**src/rtl/reg_wr_arbiter_pkg.sv**
```systemverilog
// Shared types and constants for the two-master register write arbiter.
package reg_wr_arbiter_pkg;

   localparam int unsigned DATA_W          = 16;
   localparam int unsigned CNT_W           = 17;
   localparam int unsigned TIMEOUT_DEFAULT = 100000;

   typedef enum logic [1:0] {
      ST_IDLE  = 2'd0,
      ST_ISSUE = 2'd1,
      ST_RESP  = 2'd2
   } state_e;

   typedef enum logic {
      REQ_MB  = 1'b0,
      REQ_LOC = 1'b1
   } req_id_e;

   // Round-robin on a tie, otherwise whichever requester is pending.
   function automatic req_id_e pick_grant(input logic    mb_pend,
                                          input logic    loc_pend,
                                          input req_id_e last_grant);
      if (mb_pend && loc_pend) begin
         return (last_grant == REQ_MB) ? REQ_LOC : REQ_MB;
      end
      return mb_pend ? REQ_MB : REQ_LOC;
   endfunction

endpackage

```
**src/rtl/reg_wr_arbiter.sv**
```systemverilog
// Arbitrates Modbus and local-host single-cycle write requests onto one
// handshaked register write port, with ack timeout and drop detection.
module reg_wr_arbiter
   import reg_wr_arbiter_pkg::*;
#(
   parameter int unsigned TIMEOUT_CYCLES = TIMEOUT_DEFAULT
) (
   input  logic              clk_in,
   input  logic              rst_n_in,
   input  logic              mb_wen,
   input  logic [DATA_W-1:0] mb_wdat,
   output logic              mb_w_done,
   output logic              mb_w_status,
   input  logic              loc_wen,
   input  logic [DATA_W-1:0] loc_wdat,
   output logic              loc_w_done,
   output logic              loc_w_status,
   output logic              wr_req,
   output logic [DATA_W-1:0] wr_data,
   input  logic              wr_ack,
   input  logic              wr_err,
   output logic              busy,
   output logic              timeout_flag,
   output logic              drop_flag
);

   localparam logic [CNT_W-1:0] CNT_LAST = CNT_W'(TIMEOUT_CYCLES - 1);

   state_e            state_q, state_d;
   req_id_e           grant_q, grant_d;
   req_id_e           last_q, last_d;
   req_id_e           gnt_c;
   logic              mb_pend_q, mb_pend_d;
   logic              loc_pend_q, loc_pend_d;
   logic [DATA_W-1:0] mb_lat_q, mb_lat_d;
   logic [DATA_W-1:0] loc_lat_q, loc_lat_d;
   logic [CNT_W-1:0]  cnt_q, cnt_d;
   logic              wr_req_q, wr_req_d;
   logic [DATA_W-1:0] wr_data_q, wr_data_d;
   logic              mb_done_q, mb_done_d;
   logic              mb_status_q, mb_status_d;
   logic              loc_done_q, loc_done_d;
   logic              loc_status_q, loc_status_d;
   logic              busy_q, busy_d;
   logic              timeout_q, timeout_d;
   logic              drop_q, drop_d;
   logic              mb_in_svc_c, loc_in_svc_c;

   always_comb begin
      state_d      = state_q;
      grant_d      = grant_q;
      last_d       = last_q;
      mb_pend_d    = mb_pend_q;
      loc_pend_d   = loc_pend_q;
      mb_lat_d     = mb_lat_q;
      loc_lat_d    = loc_lat_q;
      cnt_d        = cnt_q;
      wr_req_d     = wr_req_q;
      wr_data_d    = wr_data_q;
      mb_done_d    = 1'b0;
      mb_status_d  = 1'b0;
      loc_done_d   = 1'b0;
      loc_status_d = 1'b0;
      timeout_d    = timeout_q;
      drop_d       = drop_q;
      gnt_c        = pick_grant(mb_pend_q, loc_pend_q, last_q);
      mb_in_svc_c  = (state_q == ST_ISSUE) && (grant_q == REQ_MB);
      loc_in_svc_c = (state_q == ST_ISSUE) && (grant_q == REQ_LOC);

      // Intake: a requester already holding a slot loses its new write
      if (mb_wen) begin
         if (mb_pend_q || mb_in_svc_c) begin
            drop_d = 1'b1;
         end else begin
            mb_pend_d = 1'b1;
            mb_lat_d  = mb_wdat;
         end
      end
      if (loc_wen) begin
         if (loc_pend_q || loc_in_svc_c) begin
            drop_d = 1'b1;
         end else begin
            loc_pend_d = 1'b1;
            loc_lat_d  = loc_wdat;
         end
      end

      case (state_q)
         ST_IDLE: begin
            if (mb_pend_q || loc_pend_q) begin
               grant_d  = gnt_c;
               last_d   = gnt_c;
               wr_req_d = 1'b1;
               cnt_d    = '0;
               state_d  = ST_ISSUE;
               if (gnt_c == REQ_MB) begin
                  mb_pend_d = 1'b0;
                  wr_data_d = mb_lat_q;
               end else begin
                  loc_pend_d = 1'b0;
                  wr_data_d  = loc_lat_q;
               end
            end
         end
         ST_ISSUE: begin
            // Ack takes priority over a timeout landing in the same cycle
            if (wr_ack) begin
               wr_req_d = 1'b0;
               state_d  = ST_RESP;
               if (grant_q == REQ_MB) begin
                  mb_done_d   = 1'b1;
                  mb_status_d = ~wr_err;
               end else begin
                  loc_done_d   = 1'b1;
                  loc_status_d = ~wr_err;
               end
            end else if (cnt_q == CNT_LAST) begin
               wr_req_d  = 1'b0;
               timeout_d = 1'b1;
               state_d   = ST_RESP;
               if (grant_q == REQ_MB) begin
                  mb_done_d = 1'b1;
               end else begin
                  loc_done_d = 1'b1;
               end
            end else begin
               cnt_d = cnt_q + CNT_W'(1);
            end
         end
         ST_RESP: begin
            state_d = ST_IDLE;
         end
         default: begin
            state_d = ST_IDLE;
         end
      endcase

      busy_d = (state_d != ST_IDLE);
   end

   always_ff @(posedge clk_in or negedge rst_n_in) begin
      if (!rst_n_in) begin
         state_q      <= ST_IDLE;
         grant_q      <= REQ_LOC;
         last_q       <= REQ_LOC;
         mb_pend_q    <= 1'b0;
         loc_pend_q   <= 1'b0;
         mb_lat_q     <= '0;
         loc_lat_q    <= '0;
         cnt_q        <= '0;
         wr_req_q     <= 1'b0;
         wr_data_q    <= '0;
         mb_done_q    <= 1'b0;
         mb_status_q  <= 1'b0;
         loc_done_q   <= 1'b0;
         loc_status_q <= 1'b0;
         busy_q       <= 1'b0;
         timeout_q    <= 1'b0;
         drop_q       <= 1'b0;
      end else begin
         state_q      <= state_d;
         grant_q      <= grant_d;
         last_q       <= last_d;
         mb_pend_q    <= mb_pend_d;
         loc_pend_q   <= loc_pend_d;
         mb_lat_q     <= mb_lat_d;
         loc_lat_q    <= loc_lat_d;
         cnt_q        <= cnt_d;
         wr_req_q     <= wr_req_d;
         wr_data_q    <= wr_data_d;
         mb_done_q    <= mb_done_d;
         mb_status_q  <= mb_status_d;
         loc_done_q   <= loc_done_d;
         loc_status_q <= loc_status_d;
         busy_q       <= busy_d;
         timeout_q    <= timeout_d;
         drop_q       <= drop_d;
      end
   end

   assign mb_w_done    = mb_done_q;
   assign mb_w_status  = mb_status_q;
   assign loc_w_done   = loc_done_q;
   assign loc_w_status = loc_status_q;
   assign wr_req       = wr_req_q;
   assign wr_data      = wr_data_q;
   assign busy         = busy_q;
   assign timeout_flag = timeout_q;
   assign drop_flag    = drop_q;

endmodule

```
**config.mk**
```make
export PLATFORM = sky130hd
export DESIGN_NAME = reg_wr_arbiter
export DESIGN_NICKNAME = d
export VERILOG_FILES = /design/src/rtl/reg_wr_arbiter_pkg.sv /design/src/rtl/reg_wr_arbiter.sv
export SDC_FILE = /design/constraint.sdc
export NUM_CORES = 1
export LEC_CHECK = 0
export ABC_CLOCK_PERIOD_IN_PS = 4090
export CORE_ASPECT_RATIO = 0.5
export CORE_MARGIN = 4
export CORE_UTILIZATION = 55
export DETAILED_ROUTE_END_ITERATION = 16
export DONT_BUFFER_PORTS = 1
export PLACE_DENSITY = 0.68
export SLEW_MARGIN = 20
export SYNTH_ARGS = -nofsm -noshare
export SYNTH_HDL_FRONTEND = slang
export SYNTH_SLANG_ARGS = --single-unit
```
**constraint.sdc**
```tcl
create_clock -name clk_in -period 4.09 [get_ports clk_in]
set_clock_uncertainty 0.15 [all_clocks]
set_input_delay 0.818 -clock clk_in [delete_from_list [all_inputs] [get_ports clk_in]]
set_output_delay 0.818 -clock clk_in [all_outputs]
set_load 0.01 [all_outputs]
```
# Word-level counts from Yosys, hierarchy flattened
# Cells that the tools add are included.
[word_totals] latch_bits=0 ramBits=0 rom_bits=0 memories=0 register_bits=78 inputBits=38
[classes] n_div=0 addsub=1 mux=45 n_eq_ne=6 n_bitwise=5 n_reduce_logical=15 shifts=0 n_mul=0 n_lt_le_gt_ge=0
[op_table] cell="$mux W17" n=3
[op_table] cell="$mux W1" n=35
[op_table] cell="$pmux W17 S2" n=1
[op_table] cell="$add A17 B1 Y17 const B" n=1
[op_table] cell="$eq A17 B17 Y1 const B" n=1
[op_table] cell="$mux W16" n=1
[op_table] cell="$mux W2" n=3
[op_table] cell="$ne A2 B2 Y1 const B" n=3
[op_table] cell="$reduce_and A2 Y1" n=3
[op_table] cell="$reduce_and A3 Y1" n=2
[op_table] cell="$not A1 Y1" n=5
[op_table] cell="$pmux W2 S2" n=1
[op_table] cell="$reduce_and A4 Y1" n=1
[op_table] cell="$reduce_bool A2 Y1" n=2
[op_table] cell="$logic_and A1 B1 Y1" n=3
[op_table] cell="$logic_or A1 B1 Y1" n=3
[op_table] cell="$ne A3 B2 Y1 const B" n=1
[op_table] cell="$eq A2 B1 Y1 const B" n=1
[op_table] cell="$logic_not A2 Y1" n=1
[op_table] cell="$pmux W1 S2" n=1

# Longest topological paths before layout
[logic_depth] ltp_word=8 depth_mapped=6 ltp_nobuf=6

# Worst setup path after synthesis
# Ideal clock, no wire load.
[synth_path] path_kind="in2reg" start="input wr_ack" end="register cnt_q[7]" path_stages=4 t_required_ns=3.875 setup_slack_ns=2.157 setup_time_ns=0.065 arrival_time_ns=1.718 cell_sequence="or3b_1 buf_2 nor4b_1 a211o_1"
[synth_via] elab_chain_len=2
[synth_rtl] item="start: declaration" line_no="reg_wr_arbiter.sv:20" rtl="input logic wr_ack,"
[synth_rtl] item="$ne A2 B2 Y1 (no source line)"
[synth_rtl] item="$reduce_and A4 Y1 (no source line)"
[synth_rtl] item="end signal: assignment" line_no="reg_wr_arbiter.sv:168" rtl="cnt_q <= cnt_d;"
[synth_rtl] item="end: declaration" line_no="reg_wr_arbiter.sv:37" rtl="logic [CNT_W-1:0] cnt_q, cnt_d;"
# No other way between the ends.
# A chain may end at the register's enable or synchronous reset.

# Final worst setup path
[layout_path] start="register state_q[1]" end="register loc_lat_q[12]"
[layout_via] elab_chain_len=5
[layout_rtl] item="start: declaration" line_no="reg_wr_arbiter.sv:29" rtl="state_e state_q, state_d;"
[layout_rtl] item="start signal: assignment" line_no="reg_wr_arbiter.sv:161" rtl="state_q <= state_d;"
[layout_rtl] item="$eq A2 B1 Y1" line_no="reg_wr_arbiter.sv:68" rtl="loc_in_svc_c = (state_q == ST_ISSUE) && (grant_q == REQ_LOC);"
[layout_rtl] item="$logic_and A1 B1 Y1" line_no="reg_wr_arbiter.sv:68"
[layout_rtl] item="$logic_or A1 B1 Y1" line_no="reg_wr_arbiter.sv:80" rtl="if (loc_pend_q || loc_in_svc_c) begin"
[layout_rtl] item="$not A1 Y1 (no source line)"
[layout_rtl] item="$reduce_and A2 Y1 (no source line)"
[layout_rtl] item="end signal: assignment" line_no="reg_wr_arbiter.sv:167" rtl="loc_lat_q <= loc_lat_d;"
[layout_rtl] item="end: declaration" line_no="reg_wr_arbiter.sv:36" rtl="logic [DATA_W-1:0] loc_lat_q, loc_lat_d;"
# No other way between the ends.

==> results.cfg <==
[run_status]
status = completed

[worst_setup_path]
worst_ep_arrival_time_ns = 2.47
cp_top_family = compound AO/OA/AOI/OAI gates
cp_cell_sequence = nand2b_1, o211ai_2, mux2_2
cp-endpoint = loc_lat_q[12]$_DFFE_PN0P_
cp-end-kind = register
path_max_fanout = 16
rr_startpoint = state_q[1]$_DFF_PN0_
path_buf_inv = 0
reg2reg_depth = 3
reg2reg_to = loc_lat_q[12]$_DFFE_PN0P_
cp.required_ns = 4.15
crit_type = reg2reg
start_kind = register
max_stage_delay_ns = 0.87
r2r_slack_ns = 1.69
worst-path-stages = 3
crit_start = state_q[1]$_DFF_PN0_
crit_slowest_cell = o211ai_2

[synthesis]
ys_ff_latch = 78
synth-xor-area-share = 0
syn_nets = 337
synth-compound-area-share = 0.133
yosysSeqAreaShare = 0.550
yosys_most_used_dff = dfrtp_1
yosys.area_share.adder = 0.00352
synth_enable_flop_cells = 0
synth_top_family_by_area = multiplexers
syn_area_sq_mm = 0.00355
yosys.cell_count.top_type = dfrtp_1
synth_area_leader_cell = dfrtp_1
synth_cell_types = 48
synthMuxAreaShare = 0.147
async_reset_ff_frac = 1.00
yosysWarnings = 0
syn_inst = 298
avgSynthCellArea_sq_um = 11.9
synthSimpleGateAreaFrac = 0.135
yosys-top-cells-count = dfrtp_1 (77), nand2_1 (29), mux2_2 (22)
netlist.area_leader.share = 0.543
synth_area_leaders = dfrtp_1 (54%), mux2_2 (7.0%), mux2i_1 (4.5%), mux2_1 (3.2%), nand2_1 (3.1%)

[timing]
relSlewSlack = 0.372
rsz0062_at_grt = no
tns_ns = 0
finalHoldViolations = 0
max_freq_ghz = 0.416
finalMaxSlewViolations = 0
period_share = 0.588
worst_pin_slew_ns = 0.939
setup_viol = 0
fin_crit_ns = 2.40

[finish]
layout-drive-gt1-share = 0.180
multiInputGateArea_sq_mm = 0.00150
post-route-util = 0.632
layout.nets = 334
ff_latch_area_sq_mm = 0.00195
syn_to_final_growth_pct = 9.48
diodes = 0
filler_cell_count = 495
instances_no_fill = 388

[floorplan]
dieArea_sq_mm = 0.00788
core.rowCount = 20
core_area_sq_mm = 0.00616
num_io_pins = 62
die_x_microns = 122
die_y_microns = 64.8
initial_utilization = 0.577

[global_routing]
grt_overflow = 0
grt_max_degree = 79
antenna_found_initial = 0
grt_first_pass_wirelength_microns = 12000
grt_pass1_vias = 2423
grtUsageTotal = 0.194

[pwr]
sw_frac_of_total = 0.355
p_per_area_mw_per_mm2 = 786
power_frac_clock = 0.257
seq_power_share = 0.449
p_sw_w = 0.00108
p_comb_frac = 0.294
power.leakage_nw = 1.73
p_int_w = 0.00197
ir_drop_mv = 0.492

[clock_network]
hold_buffers = 0
insertion_delay_ns = 0.33
cts_buffer_depth = 2
cts_root_buf = clkbuf_16
tritoncts = built
cts_htree_levels = 3
clock_sinks = 78
cts_setup_buffers = 0
numCtsBuffers = 9
ctsResizeCount = 0
clk_pin_slew_worst_paths_ns = 0.06

[placed_design]
io_buffer_count = 0
placedCellCount = 372
hpwlAfterDp_microns = 4730
routabilityCongestion = 0.764

[drt]
drc_errors = 0
highest_layer = met4
vias = 2346
detail_route.iter0.violations = 193
met3_length_microns = 578
wl_per_cell_microns = 18.2
wirelength_met1_microns = 2960
drt-total-wl_microns = 7070
first_pass_iters = 5
via_per_inst = 6.05
antenna_left = 0
met2_wirelength_microns = 3470

[min_path]
hold_class = in2async

[flow_run]
cap_violations = 0
final cells by class:
cell class / instances / share of cell area
clock buffers: 9 / 0.0579
clock inverters: 7 / 0.0190
inverters: 5 / 0.00483
multi-input cells: 200 / 0.386
flip-flops and latches: 78 / 0.502
well taps: 88 / 0.0283
repair buffers: 1 / 0.00193
layout by cell type, fill, tap and decap left out, drive strengths merged, types with 5 or more instances in the layout:
master,netlist,routed
o21ai,25,25
nor2,13,13
clkbuf,5,9
nand4,5,5
o211ai,5,5
a31oi,11,11
inv,5,6
nand3,5,5
nand2,29,29
mux2i,16,16
a21oi,5,5
a211o,5,5
nor3,6,6
mux2,32,32
dfrtp,77,77
per-layer routing:
metal | vias up | track usage
met5 | - | 0
met4 | 0 | 0.0698
met3 | 7 | 0.0846
met2 | 82 | 0.307
met1 | 1163 | 0.239
li1 | 1094 | -
worst min-delay path by stage:
stage | start | endpoint | depth (start not counted)
after floorplan | mb_lat_q[10]$_DFFE_PN0P_ | mb_lat_q[10]$_DFFE_PN0P_ | 1
after global placement | mb_lat_q[6]$_DFFE_PN0P_ | mb_lat_q[6]$_DFFE_PN0P_ | 1
after detailed placement | mb_lat_q[15]$_DFFE_PN0P_ | mb_lat_q[15]$_DFFE_PN0P_ | 1
after CTS | rst_n_in | cnt_q[5]$_DFFE_PN0P_ | 0
after global routing | rst_n_in | cnt_q[7]$_DFFE_PN0P_ | 0
final | rst_n_in | cnt_q[4]$_DFFE_PN0P_ | 0
stage by stage:
stage	instance area, sq um	power, W	setup slack, ns	hold slack [ns]
4_1_cts	3890	0.00308	1.67	0.0211
3_3_place_gp	3580	0.00223	1.79	0.317
6_report	3890	0.00305	1.69	0.0288
2_1_floorplan	3550	0.00210	2.16	0.307
5_1_grt	3890	0.00326	1.53	0.0122
3_5_place_dp	3590	0.00229	1.69	0.325
kinds of logic after synthesis:
| family | count (synthesis) |
|---|---|
| mux | 48 |
| buf+inv | 20 |
| flops | 78 |
| compound gates | 69 |
| simple gates | 82 |
| fa+ha+maj | 1 |
power groups by stage:
stage	clock network [W]	registers, W	logic (W)
floorplan	0	0.00128	0.000815
global placement	0	0.00136	0.000873
detailed placement	0	0.00138	0.000908
CTS	0.000800	0.00137	0.000909
global route	0.000840	0.00141	0.00101
finish	0.000784	0.00137	0.000899
sequential cells by signal (all words and copies together) (netlist names), 2 cells and up:
register	count
wr_data	16
state_q	2
loc_lat_q	16
mb_lat_q	16
cnt_q	17
No activity file was read; power rests on OpenSTA's default activity.
